$ cat src/rtl/div_ctrl.sv
// Sequencing and sign fix-up wrapper around an unsigned divide core. It implements RISC-V M DIV/DIVU/REM/REMU.
// Latency: bypass cases (divide by zero, signed overflow) have out_valid one cycle after acceptance. Otherwise out_valid is one cycle after core_done.
// Backpressure: in_ready is high only in IDLE. A result is held in DONE until out_ready; flush aborts from any state.
//
// Ports:
//   clk, rst                    clock, synchronous active-high reset
//   in_valid/in_ready           request handshake: in_op, in_rs1, in_rs2, in_rd
//   flush                       abort any in-flight operation
//   core_start                  level request to the core, with core_dividend/core_divisor
//   core_done                   core completion pulse, with core_quotient/core_remainder
//   out_valid/out_ready         result handshake: out_result, out_rd
//   busy                        high whenever the FSM is not idle
module div_ctrl #(
    parameter int DW = 32
) (
    input  logic          clk,
    input  logic          rst,
    input  logic          in_valid,
    output logic          in_ready,
    input  logic [1:0]    in_op,
    input  logic [DW-1:0] in_rs1,
    input  logic [DW-1:0] in_rs2,
    input  logic [4:0]    in_rd,
    input  logic          flush,
    output logic          core_start,
    output logic [DW-1:0] core_dividend,
    output logic [DW-1:0] core_divisor,
    input  logic          core_done,
    input  logic [DW-1:0] core_quotient,
    input  logic [DW-1:0] core_remainder,
    output logic          out_valid,
    input  logic          out_ready,
    output logic [DW-1:0] out_result,
    output logic [4:0]    out_rd,
    output logic          busy
);

    typedef enum logic [1:0] {ST_IDLE, ST_WAIT, ST_DONE} state_t;

    localparam logic [DW-1:0] MIN_NEG  = {1'b1, {(DW-1){1'b0}}};
    localparam logic [DW-1:0] ALL_ONES = {DW{1'b1}};

    state_t        state, state_nxt;

    logic [DW-1:0] mag_a, mag_b;     // unsigned magnitudes handed to the core
    logic          q_neg, r_neg;     // sign fix-up flags captured at acceptance
    logic          rem_sel;          // 1: return remainder, 0: return quotient
    logic [DW-1:0] result;
    logic [4:0]    rd_q;

    // Request decode. in_op[0]=0 means a signed op (DIV or REM), and in_op[1]=1 selects the remainder.
    logic          is_signed, rs1_neg, rs2_neg, div_zero, ovf, bypass, accept;
    logic [DW-1:0] bypass_res, q_fix, r_fix;

    always_comb begin
        is_signed = ~in_op[0];
        rs1_neg   = is_signed & in_rs1[DW-1];
        rs2_neg   = is_signed & in_rs2[DW-1];
        div_zero  = (in_rs2 == '0);
        ovf       = is_signed && (in_rs1 == MIN_NEG) && (in_rs2 == ALL_ONES);
        bypass    = div_zero | ovf;
        // Divide by zero takes precedence. The remainder is the raw dividend, even for signed ops.
        if (div_zero)
            bypass_res = in_op[1] ? in_rs1 : ALL_ONES;
        else
            bypass_res = in_op[1] ? '0 : MIN_NEG;
        // flush wins over a simultaneous request
        accept    = in_valid & in_ready & ~flush;
        q_fix     = q_neg ? -core_quotient  : core_quotient;
        r_fix     = r_neg ? -core_remainder : core_remainder;
    end

    // State register
    always_ff @(posedge clk) begin
        if (rst)
            state <= ST_IDLE;
        else
            state <= state_nxt;
    end

    // Next-state logic
    always_comb begin
        state_nxt = state;
        if (flush) begin
            state_nxt = ST_IDLE;
        end else begin
            case (state)
                ST_IDLE: if (accept)     state_nxt = bypass ? ST_DONE : ST_WAIT;
                ST_WAIT: if (core_done)  state_nxt = ST_DONE;
                ST_DONE: if (out_ready)  state_nxt = ST_IDLE;
                default:                 state_nxt = ST_IDLE;
            endcase
        end
    end

    // Outputs. Core operands are forced to zero whenever core_start is low.
    always_comb begin
        in_ready      = (state == ST_IDLE);
        busy          = (state != ST_IDLE);
        core_start    = (state == ST_WAIT);
        core_dividend = (state == ST_WAIT) ? mag_a : '0;
        core_divisor  = (state == ST_WAIT) ? mag_b : '0;
        out_valid     = (state == ST_DONE);
        out_result    = result;
        out_rd        = rd_q;
    end

    // Request and result registers. A flush drops everything that was captured.
    always_ff @(posedge clk) begin
        if (rst || flush) begin
            mag_a   <= '0;
            mag_b   <= '0;
            q_neg   <= 1'b0;
            r_neg   <= 1'b0;
            rem_sel <= 1'b0;
            result  <= '0;
            rd_q    <= '0;
        end else if (accept) begin
            rd_q    <= in_rd;
            rem_sel <= in_op[1];
            q_neg   <= rs1_neg ^ rs2_neg;
            r_neg   <= rs1_neg;
            // Negating the most negative value yields itself, which is its correct unsigned magnitude.
            mag_a   <= rs1_neg ? -in_rs1 : in_rs1;
            mag_b   <= rs2_neg ? -in_rs2 : in_rs2;
            if (bypass)
                result <= bypass_res;
        end else if ((state == ST_WAIT) && core_done) begin
            result  <= rem_sel ? r_fix : q_fix;
        end
    end

endmodule

$ cat config.mk
export PLATFORM = sky130hd
export DESIGN_NAME = div_ctrl
export DESIGN_NICKNAME = d
export VERILOG_FILES = /design/src/rtl/div_ctrl.sv
export SDC_FILE = /design/constraint.sdc
export NUM_CORES = 1
export LEC_CHECK = 0
export ABC_AREA = 0
export BUFFER_PORTS_ARGS = -buffer_cell sky130_fd_sc_hd__buf_2
export CAP_MARGIN = 20
export CORE_ASPECT_RATIO = 1.4
export CORE_UTILIZATION = 47
export CTS_CLUSTER_DIAMETER = 200
export DETAILED_ROUTE_END_ITERATION = 8
export GPL_ROUTABILITY_DRIVEN = 0
export PLACE_DENSITY = 0.89
export SYNTH_ARGS = -nofsm -noshare
export SYNTH_HDL_FRONTEND = slang
export SYNTH_SLANG_ARGS = --single-unit
$ cat constraint.sdc
create_clock -name clk -period 2.5 [get_ports clk]
set_clock_uncertainty 0.15 [all_clocks]
set_input_delay 0.25 -clock clk [delete_from_list [all_inputs] [get_ports clk]]
set_output_delay 0.25 -clock clk [all_outputs]
set_load 0.005 [all_outputs]
== Yosys cells after proc, flatten, opt, wreduce, memory -nomap -nowiden ==
Index checks and enable logic that the tools add are counted.

* Bitwise operators: 8
* Reduce and logical (&&, ||, !) cells: 11
* Mux-type cells: 18
* $add $sub $neg: 4
* Equal/unequal tests: 8

{| class="wikitable"
|+ Operators by type and width
! operator !! number
|-
| 32-bit two-way mux || 13
|-
| 32-bit negation || 4
|-
| 32-bit == test (second input constant) || 2
|-
| 32-bit logical NOT || 1
|-
| 2-bit two-way mux || 4
|-
| 2-bit by 1-bit inequality test with 1-bit output (second input constant) || 3
|-
| 2-bit one-hot mux with 3 select lines || 1
|-
| 1-bit bitwise AND || 4
|-
| 2-bit nonzero test || 2
|-
| 1-bit logical AND || 3
|-
| 3-bit AND reduction || 1
|-
| 2-bit by 1-bit == test with 1-bit output (second input constant) || 1
|-
| 2-bit == test (second input constant) || 1
|-
| 2-bit logical NOT || 1
|-
| 2-bit inequality test (second input constant) || 1
|-
| 1-bit NOT || 2
|-
| 2-bit AND reduction || 1
|-
| 2-bit OR reduction || 1
|-
| 1-bit logical OR || 1
|-
| 1-bit bitwise OR || 1
|-
| 1-bit XOR || 1
|}

* Output and inout port bits: 105
* Logic and storage cells: 57
* Bits in registers: 106

== Longest topological paths before layout ==
* Word-level depth: 7
* Gate-level depth with buffers: 12
* Mapped depth without buffers: 9

== Least setup slack after synthesis ==
OpenSTA, ideal clock, no wires.

* Path type: input -> register
* Start point: in in_rs2[0]
* End point: reg result[14] (netlist: out_result[14])
* Cell stages on the path: 12
* Data required time: 2.280 ns
* Arrival time: 2.170 ns
* Path slack: 0.110 ns
* Cells stage by stage: inv_1 ha_1 nor3b_2 and4_1 buf_2 nand3_1 and3b_1 buf_4 or3_4 buf_4 buf_4 a21oi_1

* Longest elaborated chain between the ends: 5
* Elaborated cells between the ends (all ways): 9

{| class="wikitable"
|+ Ends and longest elaborated chain
! item !! line !! RTL
|-
| from (decl) || 22 || <nowiki>input logic [DW-1:0] in_rs2,</nowiki>
|-
| 32-bit == test || 60 || <nowiki>ovf = is_signed && (in_rs1 == MIN_NEG) && (in_rs2 == ALL_ONES);</nowiki>
|-
| 1-bit logical AND || 60 ||
|-
| 1-bit bitwise OR || 61 || <nowiki>bypass = div_zero | ovf;</nowiki>
|-
| 2-bit inequality test (no line) || -- ||
|-
| 2-bit AND reduction (no line) || -- ||
|-
| to (signal assigned) || 127 || <nowiki>result <= bypass_res;</nowiki>
|-
| to (signal assigned) || 129 || <nowiki>result <= rem_sel ? r_fix : q_fix;</nowiki>
|-
| to (decl) || 48 || <nowiki>logic [DW-1:0] result;</nowiki>
|}

Parallel ways exist; a longest one is shown, timed or not. The select of a mux whose other input is x is not followed.
A chain may end at the register's enable or synchronous reset.

== Worst setup path after layout ==
* Start point: in in_rs2[19]
* End point: reg result[23] (netlist: out_result[23])

The elaborated chain is that of the path after synthesis.

==> results by group <==
Final layout
  • Nets: around 1400
  • Final Util: 62.2%
  • Layout cell share with drive strength beyond 1: about 30%
  • Area grow syn2layout: 28.7%

Synth
  • Adder-cell share of the synthesized area: less than 1%
  • Xor and xnor area share after synthesis: between 10% and 20%
  • Post-synthesis sequential area ratio: between 20 and 30%
  • Syn avg cell area: roughly 7.7 µm²
  • Synthesized area: approximately 7600 µm²
  • Mux share of post-synthesis cell area: less than 1%
  • Synth Instances: between 900 and 1000
  • Register bit total from synthesis: 106
  • Synth Area in Compound Gates: a little over a quarter
  • Simple-Gate Fraction of Synth Area: about a quarter
  • Largest family of logic cells by synthesized area: compound AO/OA/AOI/OAI gates
  • Predominant post-synthesis flop cell: dfxtp_1
  • EDFF count, synth: 0
  • YS warnings: 0
  • Synthesized Nets: 1129
  • Async SR Flop Fraction: 0%
  • Netlist cell types: 72

Floorplanning
  • Core region area: ~16000 µm²
  • Die Ht: 152 µm
  • Die width: around 110 µm
  • Initial core utilization: 48.3%
  • Total die area: between 15000 and 20000 µm²
  • Site row count: between 50 and 60
  • Io pins: 246

Drt
  • Vias: approximately 8600
  • Antenna viol nets, final: 0
  • Vias per Instance: ~6
  • Drt total wl: 25.9 mm
  • Detailed Route Iter0 Violations: between 600 and 700
  • Drt pass-1 iters: 8
  • Wire length per cell: about 18 µm
  • DRC: 0

Timing
  • Setup_tns: 0 ns
  • Period utilisation layout: around 90%
  • Setup violators final: 0
  • Max_slew headroom: a little under 30%
  • Min Tclk post-route: approximately 2.3 ns
  • Final Hold Viols: 0
  • Max-slew violation count: 0
  • Worst-margin pin slew: approximately 1.1 ns
  • Fmax: approximately 0.43 GHz
  • RSZ-0062 raised after global routing: no
  • Hold slack final: 0.0732 ns

Worst setup path
  • CP Buf/Inv Count: 2
  • CP required: 2.61 ns
  • Worst R2R End: out_result[22]
  • Worst path top cell family by delay: simple AND/OR/NAND/NOR gates
  • Setup CP Type: input port to flop
  • R2R cell count: 7
  • Worst EP arrival: 2.43 ns
  • Critical Path, Cell by Cell: buf_2 > or4_4 > nor4_4 > nand3_1 > and3b_1 > or3_4 > buf_12 > o21ai_0 > a21oi_1
  • CP peak stage delay: between 0.5 and 0.6 ns
  • R2R setup slack: approximately 0.24 ns
  • CP max stage cell: or4_4
  • Setup crit end kind: flop
  • Worst R2R Start: state[1]
  • CP Launch Type: input port
  • Crit Path Max Fanout: 23

CTS
  • CTS max path bufs: 2
  • Clock latency on the worst-skew pair: approximately 0.34 ns
  • CTS H-Tree Depth: 3
  • # clock sinks: around 110
  • Inserted Clock Buffers: 9
  • CTS tree: yes
  • Clock Pin Slew Worst Setup and Hold Paths: around 0.070 ns
  • Clock Tree Root: clkbuf_16
  • Setup repair bufs after CTS: 0

Global route
  • Initial antenna violation count: 2
  • First-pass GRT wire length: between 40 and 50 mm
  • GRT Residual Overflow: 0
  • Gr usage total: between 30 and 40%
  • Vias in the first global route: around 8200
  • Largest net degree at the start of global routing: between 100 and 150

Power and ir drop
  • PD cells: between 400 and 500 nW/µm²
  • Combinational power share: 20.6%
  • Pint: 2890 µW
  • LEAKAGE: roughly 0.004 µW
  • Peak supply drop: 0.000324 V
  • Clock Power Share: between 30% and 40%
  • Switching power share of the total: between 20% and 30%
  • Net switching power: around 1200 µW
  • Seq pwr share: 43.8%

Outcome
  • Outcome: complete, no violations

Worst hold path
  • Depth of the worst hold-timing path: 3
  • Worst hold path type: input port to flop
  • HP Start: in_rs1[1]
  • Worst-case hold path end point: mag_a[1]

Place
  • Number of port buffers: ~250
  • Post-DP HPWL: approximately 20 mm

Flow run
  • Max_cap viols: 0
-- cell usage in the layout (no fill, tap or decap), drive strengths merged, types with 5 or more instances in the layout --
master       instances
o21ai               95
and2                67
dlygate4sd3          5
nand2               67
xor2                53
or3                 23
o31ai               21
nor3                23
clkbuf              12
inv                 16
a211oi              31
o22ai               10
or4                 12
a21oi               81
xnor2               58
buf                321
nand3                7
dfxtp              106
o41ai               24
nor2                95
nand4               17
a311oi              10
o211ai               8
nor4                17
nor2b                7
a31oi               12
nand2b              11
ha                   5
-- Yosys cell counts, types with 10 or more instances --
cell,count,share of area (%)
o22ai_1,10,0.83
nor2_1,95,4.7
o41ai_1,17,2.0
dfxtp_1,106,28
o21ai_1,12,0.79
inv_1,16,0.79
clkbuf_1,51,2.5
a21oi_1,80,5.3
xor2_1,53,6.1
o21ai_0,83,5.5
or3_1,19,1.6
o31ai_1,20,2.0
xnor2_1,58,6.7
a31oi_1,12,0.99
and2_1,66,5.5
nand2_1,66,3.3
nand2b_1,11,0.91
a211oi_1,31,3.1
nor4_1,13,1.1
nand4_1,16,1.3
nor3_1,18,1.2
-- final cells by class --
type / count / area (µm²)
Antenna cell: 2 / 5.00
Fill cell: 1373 / 5930
Tap cell: 196 / 245
Clock inverter: 4 / 51.3
Timing Repair Buffer: 326 / 1870
Inverter: 16 / 60.1
Sequential cell: 106 / 2120
Clock buffer: 12 / 246
Multi-Input combinational cell: 796 / 5140
-- state kept, by name (all words and copies together) (netlist names) --
signal and count:
r_neg 1, q_neg 1, mag_a 32, state 2, out_result 32, rem_sel 1
mag_b 32, out_rd 5
-- metrics by stage --
step	worst slack (ns)	cell area [µm²]	cells	power, µW
2_1_floorplan	0.110	7570	983	2230
3_3_place_gp	-0.0129	9390	1435	2600
3_5_place_dp	-0.0555	9390	1435	2620
4_1_cts	0.179	9730	1456	4040
5_1_grt	0.121	9740	1458	4220
6_report	0.184	9740	1458	4050
-- per-layer routing --
metal,share of wire (%),track usage [%]
met1,38,37.8
met2,48,50.5
met3,8.0,6.46
met4,6.2,18.3
met5,0,0
-- power by group through the flow --
| stage | combinational (µW) | clock (µW) | sequential, µW |
|---|---|---|---|
| floorplan | 425 | 0 | 1800 |
| global placement | 790 | 0 | 1810 |
| detailed placement | 810 | 0 | 1810 |
| CTS | 821 | 1450 | 1770 |
| global route | 909 | 1530 | 1780 |
| finish | 837 | 1440 | 1770 |
-- worst max path at each step --
| stage | startpoint | to | cells past startpoint |
|---|---|---|---|
| finish | in_rs2[19] | out_result[23] | 9 |
| global placement | in_rs1[25] | out_result[28] | 9 |
| CTS | state[1] | out_result[28] | 8 |
| detailed placement | core_remainder[18] | out_result[28] | 8 |
| global route | in_rs2[15] | out_result[23] | 9 |
| floorplan | in_rs2[0] | out_result[14] | 12 |
-- cell families after synthesis --
group | Yosys count
AO/OA/AOI/OAI | 312
XOR/XNOR | 111
AND/OR/NAND/NOR | 364
flip-flops | 106
multiplexers | 4
adder cells (fa/ha/maj) | 5
buffers and inverters | 81
-- worst min-delay path, delay by kind of cell --
kind                   cells  cell delay, ns
AO/OA/AOI/OAI              1            0.08
buffers and inverters      1            0.13
AND/OR/NAND/NOR            1            0.06
-- repair_timing --
| item | 4_1_cts | 5_1_grt |
|---|---|---|
| resized for setup | 0 | 1 |
| hold endpoints to repair | 5 | 0 |
| setup endpoints to repair | 0 | 1 |
| hold buffers | 5 | 0 |
Note: power is estimated with default switching activity, not from simulation.
